### config.mk
export PLATFORM = sky130hd
export DESIGN_NAME = pipe_hazard_ctrl_flat
export DESIGN_NICKNAME = d
export VERILOG_FILES = /design/src/rtl/pipe_hazard_ctrl_pkg.sv /design/src/rtl/pipe_hazard_ctrl_if.sv /design/src/rtl/pipe_hazard_ctrl_sat_counter.sv /design/src/rtl/pipe_hazard_ctrl.sv /design/src/flat_wrapper.sv
export SDC_FILE = /design/constraint.sdc
export NUM_CORES = 1
export LEC_CHECK = 0
export CORE_ASPECT_RATIO = 0.8
export CORE_MARGIN = 2
export CORE_UTILIZATION = 54
export CTS_BUF_LIST = sky130_fd_sc_hd__clkbuf_8 sky130_fd_sc_hd__clkbuf_16
export DETAILED_ROUTE_END_ITERATION = 8
export GPL_TIMING_DRIVEN = 0
export PLACE_DENSITY = 0.86
export SLEW_MARGIN = 25
export SYNTH_ARGS = -nofsm -noshare
export SYNTH_HDL_FRONTEND = slang
export SYNTH_SLANG_ARGS = --single-unit
### constraint.sdc
create_clock -name clk_in -period 3.7 [get_ports clk_in]
set_input_delay 0.555 -clock clk_in [delete_from_list [all_inputs] [get_ports clk_in]]
set_output_delay 0.555 -clock clk_in [all_outputs]
set_load 0.01 [all_outputs]
### src/rtl/pipe_hazard_ctrl_pkg.sv
// pipe_hazard_ctrl_pkg: request/control codes, drain states and width helper for the hazard controller.
// The REQ_*/CTL_* macros extend the global macro set.
`ifndef PIPE_HAZARD_CTRL_CODES
`define PIPE_HAZARD_CTRL_CODES
`define REQ_NONE 2'b00
`define REQ_STALL 2'b01
`define REQ_FLUSH 2'b10
`define CTL_CONTINUE 2'b00
`define CTL_STALL 2'b01
`define CTL_BUBBLE 2'b10
`endif
package pipe_hazard_ctrl_pkg;
  typedef enum logic [1:0] {
    REQ_NONE  = `REQ_NONE,
    REQ_STALL = `REQ_STALL,
    REQ_FLUSH = `REQ_FLUSH,
    REQ_RSVD  = 2'b11
  } req_e;
  typedef enum logic [1:0] {
    CTL_CONTINUE = `CTL_CONTINUE,
    CTL_STALL    = `CTL_STALL,
    CTL_BUBBLE   = `CTL_BUBBLE,
    CTL_RSVD     = 2'b11
  } ctl_e;
  typedef enum logic {RUN, DRAIN} state_e;
  function automatic int clog2_min1(input int n);
    return n > 1 ? $clog2(n) : 1;
  endfunction
endpackage

### src/rtl/pipe_hazard_ctrl_if.sv
// pipe_hazard_ctrl_if: request/control bundle between the pipeline stages and the hazard controller.
interface pipe_hazard_ctrl_if import pipe_hazard_ctrl_pkg::*; #(
  parameter int NSTAGE = 4,
  parameter int CNT_W  = 32
);
  localparam int SW = clog2_min1(NSTAGE);
  logic                rdy_in;
  logic [2*NSTAGE-1:0] req_i;
  logic [2*NSTAGE-1:0] ctl_o;
  logic                flush_o;
  logic [SW-1:0]       flush_stage_o;
  logic [CNT_W-1:0]    stall_cnt_o;
  logic [CNT_W-1:0]    flush_cnt_o;
  logic                wdog_o;
  modport master (
    output rdy_in, req_i,
    input  ctl_o, flush_o, flush_stage_o, stall_cnt_o, flush_cnt_o, wdog_o
  );
  modport slave (
    input  rdy_in, req_i,
    output ctl_o, flush_o, flush_stage_o, stall_cnt_o, flush_cnt_o, wdog_o
  );
endinterface

### src/rtl/pipe_hazard_ctrl_sat_counter.sv
// sat_counter: enable-driven up counter that sticks at all-ones, with synchronous clear.
module sat_counter #(
  parameter int W = 8
) (
  input  logic         clk_in,
  input  logic         rst_in,
  input  logic         en_i,
  input  logic         clr_i,
  output logic [W-1:0] q_o
);
  logic [W-1:0] cnt_q, cnt_d;
  assign cnt_d = clr_i ? '0 : (en_i && !(&cnt_q)) ? cnt_q + W'(1) : cnt_q;
  assign q_o = cnt_q;
  always_ff @(posedge clk_in or posedge rst_in)
    if (rst_in) cnt_q <= '0;
    else cnt_q <= cnt_d;
endmodule

### src/rtl/pipe_hazard_ctrl.sv
// pipe_hazard_ctrl: stall/flush controller for an NSTAGE in-order pipeline with redirect draining.
// Define PIPE_HAZARD_WDOG_EN to add the consecutive-stall watchdog; flush_o reports the flush accepted on the previous edge.
module pipe_hazard_ctrl import pipe_hazard_ctrl_pkg::*; #(
  parameter int NSTAGE       = 4,
  parameter int REDIRECT_LAT = 0,
  parameter int CNT_W        = 32,
  parameter int WDOG_LIMIT   = 1024
) (
  input logic               clk_in,
  input logic               rst_in,
  pipe_hazard_ctrl_if.slave ifc
);
  localparam int SW = clog2_min1(NSTAGE);
  localparam int DW = clog2_min1(REDIRECT_LAT + 1);
  state_e        state_q, state_d;
  logic [DW-1:0] drain_q, drain_d;
  logic [SW-1:0] fstage_q, s_idx, f_idx;
  logic          flush_q, stall_any, flush_any, p2, p3, stall_cyc, acc_flush;
  always_comb begin
    stall_any = 1'b0;
    flush_any = 1'b0;
    s_idx = '0;
    f_idx = '0;
    for (int s = 1; s < NSTAGE; s++) begin
      if (ifc.req_i[2*s +: 2] == REQ_STALL) begin
        stall_any = 1'b1;
        s_idx = SW'(s);
      end
      if (ifc.req_i[2*s +: 2] == REQ_FLUSH) begin
        flush_any = 1'b1;
        f_idx = SW'(s);
      end
    end
  end
  // Highest stage wins: a stall above the flusher blocks it, a flush above the staller squashes it.
  assign p2 = stall_any && (!flush_any || f_idx < s_idx);
  assign p3 = flush_any && (!stall_any || s_idx < f_idx);
  assign stall_cyc = ifc.rdy_in && p2;
  assign acc_flush = ifc.rdy_in && p3;
  always_comb begin
    ifc.ctl_o = '0;
    for (int k = 0; k < NSTAGE; k++)
      ifc.ctl_o[2*k +: 2] = (rst_in || !ifc.rdy_in) ? CTL_STALL
        : p2 ? (k <= int'(s_idx) ? CTL_STALL : k == int'(s_idx) + 1 ? CTL_BUBBLE : CTL_CONTINUE)
        : ((k == 1 && state_q == DRAIN) || (p3 && k >= 2 && k <= int'(f_idx))) ? CTL_BUBBLE
        : CTL_CONTINUE;
  end
  always_comb begin
    state_d = state_q;
    drain_d = drain_q;
    if (acc_flush && REDIRECT_LAT > 0) begin
      state_d = DRAIN;
      drain_d = DW'(REDIRECT_LAT);
    end else if (state_q == DRAIN && ifc.rdy_in && !p2) begin
      drain_d = drain_q - DW'(1);
      state_d = drain_q == DW'(1) ? RUN : DRAIN;
    end
  end
  always_ff @(posedge clk_in or posedge rst_in)
    if (rst_in) begin
      state_q  <= RUN;
      drain_q  <= '0;
      flush_q  <= 1'b0;
      fstage_q <= '0;
    end else begin
      state_q  <= state_d;
      drain_q  <= drain_d;
      flush_q  <= acc_flush;
      fstage_q <= acc_flush ? f_idx : fstage_q;
    end
  assign ifc.flush_o = flush_q;
  assign ifc.flush_stage_o = fstage_q;
  sat_counter #(.W(CNT_W)) u_stall_cnt (
    .clk_in, .rst_in, .en_i(stall_cyc), .clr_i(1'b0), .q_o(ifc.stall_cnt_o)
  );
  sat_counter #(.W(CNT_W)) u_flush_cnt (
    .clk_in, .rst_in, .en_i(acc_flush), .clr_i(1'b0), .q_o(ifc.flush_cnt_o)
  );
`ifdef PIPE_HAZARD_WDOG_EN
  localparam int WW = clog2_min1(WDOG_LIMIT + 1);
  logic [WW-1:0] run_cnt;
  logic          wdog_q;
  sat_counter #(.W(WW)) u_wdog_cnt (
    .clk_in, .rst_in, .en_i(stall_cyc), .clr_i(ifc.rdy_in && !p2), .q_o(run_cnt)
  );
  // Set on the edge that completes the WDOG_LIMIT-th consecutive stall.
  always_ff @(posedge clk_in or posedge rst_in)
    if (rst_in) wdog_q <= 1'b0;
    else wdog_q <= wdog_q | (stall_cyc && run_cnt >= WW'(WDOG_LIMIT - 1));
  assign ifc.wdog_o = wdog_q;
`else
  assign ifc.wdog_o = 1'b0;
`endif
endmodule

### src/flat_wrapper.sv
// flat-port wrapper written by rule: the top's interface ports become plain ports
module pipe_hazard_ctrl_flat import pipe_hazard_ctrl_pkg::*;
#(
  parameter int NSTAGE       = 4,
  parameter int REDIRECT_LAT = 0,
  parameter int CNT_W        = 32,
  parameter int WDOG_LIMIT   = 1024
)
  (clk_in, rst_in, ifc_rdy_in, ifc_req_i, ifc_ctl_o, ifc_flush_o, ifc_flush_stage_o, ifc_stall_cnt_o, ifc_flush_cnt_o, ifc_wdog_o);
  pipe_hazard_ctrl_if #(.NSTAGE(NSTAGE), .CNT_W(CNT_W)) ifc_i ();
  input logic clk_in;
  input logic rst_in;
  input wire logic [$bits(ifc_i.rdy_in)-1:0] ifc_rdy_in;
  input wire logic [$bits(ifc_i.req_i)-1:0] ifc_req_i;
  output wire logic [$bits(ifc_i.ctl_o)-1:0] ifc_ctl_o;
  output wire logic [$bits(ifc_i.flush_o)-1:0] ifc_flush_o;
  output wire logic [$bits(ifc_i.flush_stage_o)-1:0] ifc_flush_stage_o;
  output wire logic [$bits(ifc_i.stall_cnt_o)-1:0] ifc_stall_cnt_o;
  output wire logic [$bits(ifc_i.flush_cnt_o)-1:0] ifc_flush_cnt_o;
  output wire logic [$bits(ifc_i.wdog_o)-1:0] ifc_wdog_o;
  assign ifc_i.rdy_in = ifc_rdy_in;
  assign ifc_i.req_i = ifc_req_i;
  assign ifc_ctl_o = ifc_i.ctl_o;
  assign ifc_flush_o = ifc_i.flush_o;
  assign ifc_flush_stage_o = ifc_i.flush_stage_o;
  assign ifc_stall_cnt_o = ifc_i.stall_cnt_o;
  assign ifc_flush_cnt_o = ifc_i.flush_cnt_o;
  assign ifc_wdog_o = ifc_i.wdog_o;
  pipe_hazard_ctrl #(.NSTAGE(NSTAGE), .REDIRECT_LAT(REDIRECT_LAT), .CNT_W(CNT_W), .WDOG_LIMIT(WDOG_LIMIT)) u_core (.clk_in(clk_in), .rst_in(rst_in), .ifc(ifc_i));
endmodule
==> results.toml <==
[floorplan]
core_area_sq_um = 6440
start_util_pct = 56.4
die_w_um = 95.7
num_io_pins = 87
dieArea_sq_um = 7400
die_h_um = 77.3
rows = 26

[routing]
detail-route-antenna-nets = 0
first_pass_iters = 5
avgRoutedWirePerCell_um = 17.1
drt-initial-drc-count = 216
vias = 3209
wl_mm = 9.15
drc = 0
viasPerCell = 5.99

[synth]
syn-instance-count = 352
yosysWarnings = 0
synth_top_cell_area_share_pct = 46.9
synth_cell_types = 44
synth_ff_type = "dfrtp_1"
netlist_area_sq_um = 3630
syn_area_per_cell_sq_um = 10.3
synth-seq-cells = 68
ys_seq_area_share_pct = 46.9
synthTopCellsByArea = "dfrtp_1 (47%), xnor2_1 (14%), nand4_1 (6.5%)"
yosysTopAreaCell = "dfrtp_1"
synth_async_sr_flop_share_pct = 100
synth_edf_count = 0

[clock_network]
post_cts_buffers = 0
hold_buffers = 0
tritoncts = "yes"
clock_latency_ps = 330
cts_made_buffers = 9
clk_path_buf_depth = 2
clkTransAtPathRegs_ps = 70
cts-root-buf = "clkbuf_8"
cts.sinks = 68
htreeDepth = 3

[sta]
hold_viol = 0
fin_crit_sh_pct = 98.2
fmax_ghz = 0.275
period_needed_ps = 3630
tns_ps = 0
hold_slack_ps = 496
maxSlewViolCount = 0
worst_pin_slew_ps = 885
setup_violations = 0
fin_skew_ps = 9.64
maxSlewHeadroom_pct = 40.9

[global_routing]
grt.total_usage_pct = 25.7
grt_first_pass_wirelength_mm = 14.9
gr-usage-met3_pct = 4.95
grt_use_met2_pct = 38.5
grt_pass1_vias = 3040
grt_most_used_layer = "met2"
grt_max_degree = 45
gr-total-overflow = 0
use_met1_pct = 37.1
antenna_found_initial = 0

[critical_path]
crit_fanout = 5
r2r-start = "u_core.u_flush_cnt.q_o[0]$_DFFE_PP0P_"
r2r_slack_ps = 1160
critPathRequiredTime_ps = 3140
r2r_cells = 8
setup.worst_path.start = "ifc_req_i[7]"
crit_path_end = "ifc_ctl_o[7]"
start_kind = "input pin"
path_class = "in -> out"
cp.arrival_ps = 3080
worstSetupEndpointType = "output pin"
regToRegEndpoint = "u_core.u_flush_cnt.q_o[5]$_DFFE_PP0P_"

[worst_hold_path]
min_path_type = "reg -> reg"

[placed_design]
place_hpwl_mm = 6.32
gp_congestion = 0.890
io_buffers = 82

[cells_and_area]
layout-drive-gt1-share_pct = 9.07
layout.nets = 462
syn2layout_area_growth_pct = 33.8
final_util_pct = 75.4
diodes = 0

[pwr]
clkPwrFrac_pct = 35.6
total_leakage_power_nw = 1.99
p_int_mw = 1.45
switching_power_mw = 0.546
swShare_pct = 27.4
power.density_nw_per_um2 = 410
peakVddDrop_mv = 0.384
comb_power_share_pct = 19.6
power_frac_seq_pct = 44.8

[job]
maxCapViolations = 0

[run_status]
status = "completed"
==> power by group through the flow <==
| stage | Combinational, mW | Clock, mW | Sequential [mW] |
|---|---|---|---|
| 2_1_floorplan | 0.158 | 0 | 0.917 |
| 3_3_place_gp | 0.360 | 0 | 0.898 |
| 3_5_place_dp | 0.376 | 0 | 0.901 |
| 4_1_cts | 0.383 | 0.717 | 0.890 |
| 5_1_grt | 0.423 | 0.753 | 0.905 |
| 6_report | 0.391 | 0.709 | 0.894 |
==> cell usage in the layout, fill, tap and decap left out, types with 4 or more instances in the layout <==
master	n
and3_1	27
xnor2_1	58
a21oi_1	7
ha_1	4
nand4_1	38
dfrtp_1	68
and4_1	11
nand3_2	5
clkdlybuf4s50_1	81
nand2_1	18
and2_1	10
nand2b_1	6
nor2_1	12
clkbuf_1	7
nand3_1	28
clkbuf_8	12
==> Yosys cell counts (2+ instances only) <==
| master | count |
|---|---|
| and3_1 | 27 |
| or4_4 | 2 |
| nand2_1 | 19 |
| mux2_1 | 2 |
| dfrtp_1 | 68 |
| or3b_1 | 2 |
| xnor2_1 | 58 |
| nand3_1 | 28 |
| nor2_1 | 12 |
| clkbuf_1 | 7 |
| nand3_2 | 5 |
| o21ai_0 | 4 |
| nor4b_1 | 2 |
| nand4_1 | 38 |
| nand2b_1 | 6 |
| a31oi_1 | 3 |
| nor2b_1 | 6 |
| nor4_1 | 2 |
| inv_1 | 4 |
| buf_4 | 2 |
| and4_1 | 11 |
| buf_6 | 3 |
| and2_1 | 10 |
| a21oi_1 | 7 |
| ha_1 | 4 |
| nand4_2 | 2 |
==> routing by layer <==
metal / routed length (um) / share of wire, %
met5: 0 / 0
met4: 212 / 2.3
met3: 545 / 6.0
met2: 4250 / 46
met1: 4140 / 45
==> cell families after synthesis <==
group	after synthesis	synth area share, %
AO/OA/AOI/OAI	23	4.24
XOR/XNOR	59	14.2
adder cells (fa/ha/maj)	4	1.38
buffers and inverters	17	2.62
flip-flops	68	46.9
multiplexers	3	0.930
other	1	0.103
AND/OR/NAND/NOR	177	29.6
==> how the worst min path moves through the flow <==
| stage | from | end | slack, ps | cells past startpoint |
|---|---|---|---|---|
| after floorplan | u_core.drain_q$_DFFE_PP0P_ | u_core.drain_q$_DFFE_PP0P_ | 500 | 1 |
| after CTS | u_core.u_flush_cnt.q_o[31]$_DFFE_PP0P_ | u_core.u_flush_cnt.q_o[31]$_DFFE_PP0P_ | 500 | 1 |
| after global placement | u_core.u_flush_cnt.q_o[31]$_DFFE_PP0P_ | u_core.u_flush_cnt.q_o[31]$_DFFE_PP0P_ | 480 | 1 |
| after detailed placement | u_core.u_flush_cnt.q_o[31]$_DFFE_PP0P_ | u_core.u_flush_cnt.q_o[31]$_DFFE_PP0P_ | 480 | 1 |
| final | u_core.u_flush_cnt.q_o[31]$_DFFE_PP0P_ | u_core.u_flush_cnt.q_o[31]$_DFFE_PP0P_ | 500 | 1 |
| after global routing | u_core.u_flush_cnt.q_o[7]$_DFFE_PP0P_ | u_core.u_flush_cnt.q_o[7]$_DFFE_PP0P_ | 510 | 1 |
==> sequential cells by signal, summed over array words and instances (netlist names) <==
name / count
u_core.drain_q: 1
u_core.ifc.flush_stage_o: 2
u_core.u_flush_cnt.q_o: 32
u_core.u_stall_cnt.q_o: 32
u_core.ifc.flush_o: 1
==> area by class of cell <==
type                            instances  area [sq um]
Sequential cell                        68          1700
Inverter                                4          17.5
Clock inverter                          4          70.1
Buffer                                 13          80.1
Fill cell                             460          1580
Timing Repair Buffer                   83           843
Tap cell                               84           105
Multi-Input combinational cell        268          1880
Clock buffer                           12           165
==> per-stage QoR <==
step | cells | area, sq um | setup slack (ps) | total power [mW]
floorplan | 353 | 3630 | 952 | 1.07
global placement | 519 | 4560 | -23.7 | 1.26
detailed placement | 520 | 4580 | -83.4 | 1.28
CTS | 536 | 4830 | 18.9 | 1.99
global route | 536 | 4860 | -29.0 | 2.08
finish | 536 | 4860 | 65.5 | 1.99
==> critical path, stage by stage <==
cell             delay [ps]
clkdlybuf4s50_1         490
nor2b_4                 230
nand2b_1                220
ha_1                    280
nor2b_4                 150
o21ai_1                 310
nand2_1                 140
nand2_1                 100
a21oi_1                  80
clkdlybuf4s50_1         520
==> what timing repair did <==
item,4_1_cts,5_1_grt
hold endpoints to repair,0,0
setup endpoints to repair,6,9
pin swaps,1,0
cloned,0,0
resized for setup,3,8
(Power assumes the default switching activity.)
